File: config.mk
export PLATFORM = sky130hd
export DESIGN_NAME = debug_trace_buffer
export DESIGN_NICKNAME = d
export VERILOG_FILES = /design/src/rtl/debug_trace_buffer.sv
export SDC_FILE = /design/constraint.sdc
export NUM_CORES = 2
export LEC_CHECK = 0
export CORE_MARGIN = 4
export CORE_UTILIZATION = 31
export CTS_BUF_LIST = sky130_fd_sc_hd__clkbuf_8
export CTS_CLUSTER_DIAMETER = 150
export DETAILED_ROUTE_END_ITERATION = 8
export DONT_BUFFER_PORTS = 1
export PLACE_DENSITY_LB_ADDON = 0.12
export RECOVER_POWER = 50
export SLEW_MARGIN = 20
export SYNTH_ARGS = -nofsm -noshare
export SYNTH_HDL_FRONTEND = slang
export SYNTH_SLANG_ARGS = --single-unit
File: constraint.sdc
create_clock -name clock -period 9.35 [get_ports clock]
set_input_delay 1.4025 -clock clock [delete_from_list [all_inputs] [get_ports clock]]
set_output_delay 1.4025 -clock clock [all_outputs]
set_load 0.005 [all_outputs]
File: src/rtl/debug_trace_buffer.sv
// Commit trace capture FIFO: samples up to CHANNELS writeback commits per cycle,
// freezes a configurable number of entries after a PC trigger, and drains FWFT.
module debug_trace_buffer #(
  parameter int CHANNELS    = 2,
  parameter int DEPTH       = 16,
  parameter int POST        = 8,
  parameter int FILTER_ZERO = 1
) (
  input  logic                      clock,
  input  logic                      reset,
  input  logic [32*CHANNELS-1:0]    io_debug_pc,
  input  logic [32*CHANNELS-1:0]    io_debug_wdata,
  input  logic [5*CHANNELS-1:0]     io_debug_waddr,
  input  logic [CHANNELS-1:0]       io_debug_wen,
  input  logic                      io_trig_en,
  input  logic [31:0]               io_trig_pc,
  input  logic                      io_clear,
  output logic                      io_out_valid,
  input  logic                      io_out_ready,
  output logic [31:0]               io_out_pc,
  output logic [31:0]               io_out_wdata,
  output logic [4:0]                io_out_waddr,
  output logic                      io_out_chan,
  output logic [$clog2(DEPTH):0]    io_count,
  output logic [15:0]               io_drop_count,
  output logic [1:0]                io_state
);

  localparam int AW = $clog2(DEPTH);
  localparam int CW = AW + 1;
  localparam int PW = CW + 1;

  typedef enum logic [1:0] {
    ST_RUN    = 2'b00,
    ST_TRIG   = 2'b01,
    ST_FROZEN = 2'b10
  } state_t;

  state_t          state_r, state_nxt_s;
  logic [PW-1:0]   post_r, post_nxt_s;

  logic [31:0]     mem_pc_r    [DEPTH];
  logic [31:0]     mem_wdata_r [DEPTH];
  logic [4:0]      mem_waddr_r [DEPTH];
  logic            mem_chan_r  [DEPTH];

  logic [AW-1:0]   wr_ptr_r, rd_ptr_r;
  logic [CW-1:0]   count_r;
  logic [15:0]     drop_r;

  logic            capture_s;
  logic [CW-1:0]   free_s;
  logic [CW-1:0]   acc_cnt_s;
  logic [CW-1:0]   drop_cnt_s;
  logic [CHANNELS-1:0] acc_vec_s;
  logic [AW-1:0]   acc_off_s [CHANNELS];
  logic            trig_hit_s;
  logic            pop_s;
  logic [16:0]     drop_sum_s;
  logic [15:0]     drop_nxt_s;

  // Space is measured before this cycle's pop, so a pop never frees room for a same-cycle push.
  assign capture_s  = (state_r != ST_FROZEN);
  assign free_s     = CW'(DEPTH) - count_r;
  assign pop_s      = (count_r != '0) && io_out_ready;
  assign drop_sum_s = {1'b0, drop_r} + 17'(drop_cnt_s);
  assign drop_nxt_s = drop_sum_s[16] ? 16'hFFFF : drop_sum_s[15:0];

  // Accept eligible channels in ascending order until space runs out; the rest are dropped.
  always_comb begin
    acc_cnt_s  = '0;
    drop_cnt_s = '0;
    acc_vec_s  = '0;
    trig_hit_s = 1'b0;
    for (int i = 0; i < CHANNELS; i++) begin
      acc_off_s[i] = acc_cnt_s[AW-1:0];
      if (capture_s && io_debug_wen[i] &&
          ((FILTER_ZERO == 0) || (io_debug_waddr[5*i +: 5] != 5'd0))) begin
        if (acc_cnt_s < free_s) begin
          acc_vec_s[i] = 1'b1;
          acc_cnt_s    = acc_cnt_s + CW'(1);
          trig_hit_s   = trig_hit_s | (io_debug_pc[32*i +: 32] == io_trig_pc);
        end else begin
          drop_cnt_s = drop_cnt_s + CW'(1);
        end
      end else begin
        acc_vec_s[i] = 1'b0;
      end
    end
  end

  // Capture state machine: next state and post-trigger countdown.
  always_comb begin
    state_nxt_s = state_r;
    post_nxt_s  = post_r;
    case (state_r)
      ST_RUN: begin
        if (io_trig_en && trig_hit_s) begin
          state_nxt_s = ST_TRIG;
          post_nxt_s  = PW'(POST);
        end else begin
          state_nxt_s = ST_RUN;
        end
      end
      ST_TRIG: begin
        if (PW'(acc_cnt_s) >= post_r) begin
          state_nxt_s = ST_FROZEN;
          post_nxt_s  = '0;
        end else begin
          post_nxt_s  = post_r - PW'(acc_cnt_s);
        end
      end
      ST_FROZEN: begin
        state_nxt_s = ST_FROZEN;
      end
      default: begin
        state_nxt_s = ST_RUN;
        post_nxt_s  = '0;
      end
    endcase
  end

  // State register; clear re-arms capture ahead of any trigger activity.
  always_ff @(posedge clock or negedge reset) begin
    if (!reset) begin
      state_r <= ST_RUN;
      post_r  <= '0;
    end else if (io_clear) begin
      state_r <= ST_RUN;
      post_r  <= '0;
    end else begin
      state_r <= state_nxt_s;
      post_r  <= post_nxt_s;
    end
  end

  // FIFO storage, pointers, occupancy and drop counter.
  always_ff @(posedge clock or negedge reset) begin
    if (!reset) begin
      wr_ptr_r <= '0;
      rd_ptr_r <= '0;
      count_r  <= '0;
      drop_r   <= 16'h0000;
      for (int k = 0; k < DEPTH; k++) begin
        mem_pc_r[k]    <= 32'h0000_0000;
        mem_wdata_r[k] <= 32'h0000_0000;
        mem_waddr_r[k] <= 5'd0;
        mem_chan_r[k]  <= 1'b0;
      end
    end else if (io_clear) begin
      wr_ptr_r <= '0;
      rd_ptr_r <= '0;
      count_r  <= '0;
      drop_r   <= 16'h0000;
    end else begin
      for (int i = 0; i < CHANNELS; i++) begin
        if (acc_vec_s[i]) begin
          mem_pc_r[wr_ptr_r + acc_off_s[i]]    <= io_debug_pc[32*i +: 32];
          mem_wdata_r[wr_ptr_r + acc_off_s[i]] <= io_debug_wdata[32*i +: 32];
          mem_waddr_r[wr_ptr_r + acc_off_s[i]] <= io_debug_waddr[5*i +: 5];
          mem_chan_r[wr_ptr_r + acc_off_s[i]]  <= 1'(i);
        end
      end
      wr_ptr_r <= wr_ptr_r + acc_cnt_s[AW-1:0];
      rd_ptr_r <= rd_ptr_r + (pop_s ? AW'(1) : AW'(0));
      count_r  <= count_r + acc_cnt_s - (pop_s ? CW'(1) : CW'(0));
      drop_r   <= drop_nxt_s;
    end
  end

  assign io_out_valid  = (count_r != '0);
  assign io_out_pc     = mem_pc_r[rd_ptr_r];
  assign io_out_wdata  = mem_wdata_r[rd_ptr_r];
  assign io_out_waddr  = mem_waddr_r[rd_ptr_r];
  assign io_out_chan   = mem_chan_r[rd_ptr_r];
  assign io_count      = count_r;
  assign io_drop_count = drop_r;
  assign io_state      = state_r;

endmodule

Yosys cells after proc, flatten, opt, wreduce, memory -nomap -nowiden
Index checks and enable logic that the tools add are counted.

cells by class
  equal/unequal tests = 8
  bitwise logic cells = 7
  reduce and logical (&&, ||, !) cells = 13
  muxes and demuxes = 73
  $lt $le $gt $ge = 8
  add/subtract/negate cells = 10

operator list
  kind                                                                  number
  512-bit 2-to-1 mux                                                    6
  512-bit bitwise mux                                                   4
  32-bit binary-select mux with 4-bit select                            2
  32-bit demux with 4-bit select                                        2
  80-bit 2-to-1 mux                                                     3
  32-bit 2-to-1 mux                                                     6
  80-bit bitwise mux                                                    2
  16-bit 2-to-1 mux                                                     5
  32-bit equality test                                                  2
  5-bit 2-to-1 mux                                                      11
  5-bit demux with 4-bit select                                         2
  5-bit binary-select mux with 4-bit select                             1
  6-bit 2-to-1 mux                                                      3
  6-bit case mux with 3 select lines                                    1
  16-bit by 5-bit adder with 17-bit output                              1
  1-bit 2-to-1 mux                                                      17
  16-bit bitwise AND                                                    1
  16-bit NOT                                                            1
  16-bit OR                                                             1
  5-bit >= comparator, second input constant                            3
  4-bit NOT with 5-bit output                                           3
  5-bit nonzero test                                                    3
  5-bit by 1-bit adder with 5-bit output, second input constant         2
  5-bit by 1-bit < comparator with 1-bit output, second input constant  2
  other kinds (22)                                                      35

storage, ports and cells
  word-level logic and storage cells = 189
  input bits = 177
  output and inout bits = 94
  register bits = 1157

Logic depth before layout (Yosys ltp)
  word-level depth = 12
  mapped depth = 21
  gate-level depth less buffers = 21

Worst setup path after synthesis
No wires, ideal clock.

  path type = in2reg
  from = input io_debug_waddr[1]
  to = register mem_wdata_r[437] (netlist name)
  slack = 4357 ps
  arrival = 4889 ps
  cell stages on the path = 13
  library setup time = 104 ps
  data required time = 9246 ps
  buffers on the path = 3
  cell sequence = or4_1 -> o21ai_0 -> nor3_1 -> ha_1 -> nand3_1 -> xor2_2 -> buf_2 -> nand4_1 -> a21oi_1 -> buf_2 -> clkbuf_1 -> nor2_1 -> a221oi_1

between the ends
  word-level cells in the longest chain between the ends = 11
  elaborated cells between the ends (all ways) = 18
  classes of those cells = add/sub (1); order compare (3); mux (10); bitwise (1); reduce/logical (3)

RTL lines
  element                                                                                                     RTL line  RTL
  start, declared                                                                                             13        input logic [5*CHANNELS-1:0] io_debug_waddr,
  5-bit nonzero test (*)                                                                                      78        ((FILTER_ZERO == 0) || (io_debug_waddr[5*i +: 5] != 5'd0))) begin
  1-bit logical AND (*)                                                                                       77        if (capture_s && io_debug_wen[i] &&
  5-bit 2-to-1 mux                                                                                            77
  4-bit adder                                                                                                 159       mem_wdata_r[wr_ptr_r + acc_off_s[i]] <= io_debug_wdata[32*i +: 32];
  4-bit NOT with 5-bit output (not written as such)                                                           159
  5-bit >= comparator (not written as such) or 5-bit by 1-bit < comparator with 1-bit output (tied branches)  159
  1-bit logical AND (not written as such)                                                                     159
  32-bit 2-to-1 mux (not written as such)                                                                     159
  32-bit demux with 4-bit select                                                                              159
  512-bit bitwise mux                                                                                         159
  512-bit 2-to-1 mux (*)                                                                                      157       if (acc_vec_s[i]) begin
  end signal, assigned by index                                                                               159
  end, declared                                                                                               43        logic [31:0] mem_wdata_r [DEPTH];

Mark *: on every way between the ends. The rest lies on a longest branch, timed or not. The select of a mux whose other input is x is not followed.
A chain may end at the register's enable or synchronous reset.

==> results by group <==
Synthesis
  – Cell Area, Synth: 0.0569 mm2
  – Sequential area share after synthesis: 50.9%
  – Netlist cell types: 53
  – Mapped Cells: 4884
  – Syn_nets: 5088
  – Synth async-reset ratio: 100%
  – Mean area per synthesized cell: 11.6 um2
  – YS warnings: 0
  – Post-synth EDFFs: 0
  – Top FF cell, synth: dfrtp_1
  – Post-synthesis register bit count: 1157

STA
  – Slew @ Worst Pin: 5.67 ns
  – Count of final hold-check violations: 0
  – Slew Limit Fails: 322
  – Max Freq: 145 MHz
  – Setup violations, final: 0
  – Worst hold slack: 0.133 ns
  – Setup_tns: 0 ns
  – Post-layout min period: 6.88 ns
  – Worst slew margin: -278%
  – Final period utilization: 73.6%
  – Worst setup margin: 2.47 ns
  – Max Clock Skew: 0.0419 ns
  – RSZ-0062 raised after global routing: false

Drt
  – # DRC: 0
  – WL/cell: 35.3 um
  – Pre-Repair DR Iteration Count: 8
  – Number of DRC markers in iteration 0: 5339
  – Vias per cell: 6.47
  – Post-detailed-route count of antenna-violating nets: 0
  – Total detailed-routing wirelength: 256 mm
  – Via Count: 46800

Floorplanning
  – Die height: 436 um
  – Row Count: 156
  – Starting Density: 31.3%
  – DIE AREA: 0.190 mm2
  – Die width: 436 um
  – Io pins: 271
  – Core area: 0.182 mm2

Setup path
  – Worst Setup EP: mem_pc_r[142]
  – CP Max Fanout: 139
  – Worst setup path class: in2async
  – Worst reg2reg path endpoint: mem_wdata_r[387]
  – CP endpoint kind: asynchronous set/reset pin
  – Reg2reg path depth: 15
  – Flop-to-flop setup slack: 3.23 ns
  – Reg2reg start: io_count[0]
  – Worst Setup SP: reset
  – Worst setup SP type: input pin
  – Crit path DAT: 7.53 ns
  – CP required: 10.01 ns

Pwr
  – Switch share: 36.0%
  – Worst VDD drop: 0.161 mV
  – Power share of the combinational group: 33.3%
  – Cell Pwr Density: 288 mW/mm2
  – Internal: 11.8 mW
  – Seq pwr share: 40.4%
  – P_leak: 25.6 nW
  – Net Switching: 6.62 mW
  – Total design power: 18.4 mW
  – Clock network power share: 26.3%

Finish
  – Sequential cell area: 0.0290 mm2
  – Post-route cell area: 0.0639 mm2
  – Finished Core Util: 35.2%
  – Fraction of layout cells with a size suffix above 1: 20.6%
  – Area grow syn2layout: 12.3%
  – Number of nets in the layout: 4889
  – Fillers: 18000
  – Post-Layout Cell Count: 7235
  – Multi-input logic area: 0.0260 mm2

Global routing
  – Vias in the first global route: 47600
  – Largest net degree at the start of global routing: 221
  – Gr usage total: 26.4%
  – First-pass GRT wire length: 368 mm
  – Initial antenna violation count: 12
  – Total gr overflow: 0

Clocking
  – Worst skew pair latency: 1.00 ns
  – H-tree levels: 4
  – Root Buffer: clkbuf_8
  – CTS tree: done
  – Post-CTS resize count: 0
  – Num CTS Buffers: 208
  – Clock transition at the registers of the reported paths: 0.07 ns
  – Worst-case clock buffer depth: 3
  – CTS sink cnt: 1157

Placed design
  – Pre-CTS setup slack: 2.43 ns
  – Post-Place Cells: 6843
  – Dpl hpwl: 136 mm
  – Post-place instance area: 0.0596 mm2
  – Port Buffers: 0
  – Gpl congestion: 0.814

Flow run
  – Max-cap violations: 3

Status
  – Failing checks: capacitance limit, slew limit
  – Status: complete, but fails checks

Min path
  – Worst Hold Class: in2async
## worst min path at each step
stage | startpoint | endpoint | slack (ns) | cells past startpoint
6_report | reset | mem_chan_r[4] | 0.13 | 0
5_1_grt | reset | mem_chan_r[4] | 0.05 | 0
4_1_cts | reset | mem_chan_r[4] | 0.004 | 0
3_5_place_dp | post_r[0] | post_r[0] | 0.47 | 2
3_3_place_gp | post_r[0] | post_r[0] | 0.46 | 2
2_1_floorplan | post_r[0] | post_r[0] | 0.45 | 2
## routing by layer
metal | vias up | GRT usage (%) | share of wire [%]
met5 | - | 0 | 0.045
met3 | 485 | 5.65 | 7.9
met1 | 25200 | 34.9 | 41
li1 | 18600 | - | -
met2 | 2463 | 42.1 | 47
met4 | 2 | 10.8 | 4.1
## state kept, by name, indices dropped and copies added, names as in the netlist
name,cells
mem_chan_r,16
post_r,6
mem_pc_r,512
rd_ptr_r,4
io_drop_count,16
io_state,2
wr_ptr_r,4
mem_waddr_r,80
mem_wdata_r,512
io_count,5
## cell type report
| class | instances | area share [%] |
|---|---|---|
| antenna | 20 | 0.0784 |
| clock inverter | 112 | 0.866 |
| timing repair buffer | 182 | 2.67 |
| multi-input combinational | 3107 | 40.6 |
| clock buffer | 258 | 5.56 |
| inverter | 29 | 0.170 |
| sequential | 1157 | 45.4 |
| tap | 2370 | 4.64 |
## Yosys cell counts, drive strengths merged, types with 4 or more instances
cell / instances / area, um2
a21oi: 39 / 210
a221oi: 1104 / 9960
buf: 125 / 588
clkbuf: 466 / 1750
dfrtp: 1157 / 29000
fa: 4 / 80.1
ha: 23 / 288
inv: 29 / 109
mux4: 350 / 7880
nand2: 30 / 120
nand3: 21 / 105
nand4: 31 / 194
nor2: 1297 / 4870
nor2b: 11 / 68.8
nor3: 13 / 155
nor4: 14 / 220
o21ai: 42 / 210
or4: 5 / 37.5
or4b: 4 / 40.0
xnor2: 72 / 638
xor2: 14 / 130
## power by group through the flow
| stage | Clock (mW) | Sequential [mW] | Combinational, mW |
|---|---|---|---|
| 3_3_place_gp | 0 | 7.50 | 6.06 |
| 5_1_grt | 5.19 | 7.60 | 6.64 |
| 2_1_floorplan | 0 | 7.16 | 4.35 |
| 6_report | 4.84 | 7.43 | 6.12 |
| 4_1_cts | 4.95 | 7.42 | 6.17 |
| 3_5_place_dp | 0 | 7.49 | 6.14 |
## what timing repair did
| item | 4_1_cts | 5_1_grt |
|---|---|---|
| hold endpoints to repair | 1 | 0 |
| buffers inserted | 0 | 0 |
| hold buffers | 1 | 0 |
## kinds of logic after synthesis
family	Yosys count	share of synthesized area, %
AOI/OAI and AO/OA	1198	18.4
xor gates and xnor gates	86	1.35
muxes	351	13.9
DFF	1157	50.9
adders and majority gates	27	0.647
and+or+nand+nor	1445	10.5
buffers and inverters	620	4.30
## worst max-delay path, cell delays in order
cell and delay [ns]:
clkbuf_1 3.72, buf_16 0.44, clkbuf_4 1.65
## placed cells by master, fill, tap and decap left out, types with 4 or more instances in the layout
cell	count
a21oi_1	23
a21oi_4	16
a221oi_1	1058
a221oi_2	46
buf_12	15
buf_16	8
buf_4	154
clkbuf_8	258
clkinv_2	11
dfrtp_1	1153
dfrtp_4	4
diode_2	20
fa_1	4
ha_1	23
inv_1	114
inv_6	6
inv_8	4
mux4_2	350
nand2_1	29
nand3_1	21
nand4_1	31
nor2_1	1206
nor2_2	75
nor2_4	16
nor2b_1	11
nor3_1	5
nor3_4	8
nor4_4	8
o21ai_0	42
or4_1	5
or4b_1	4
xnor2_1	70
xor2_1	13
Power figures use the tool's default switching activity.
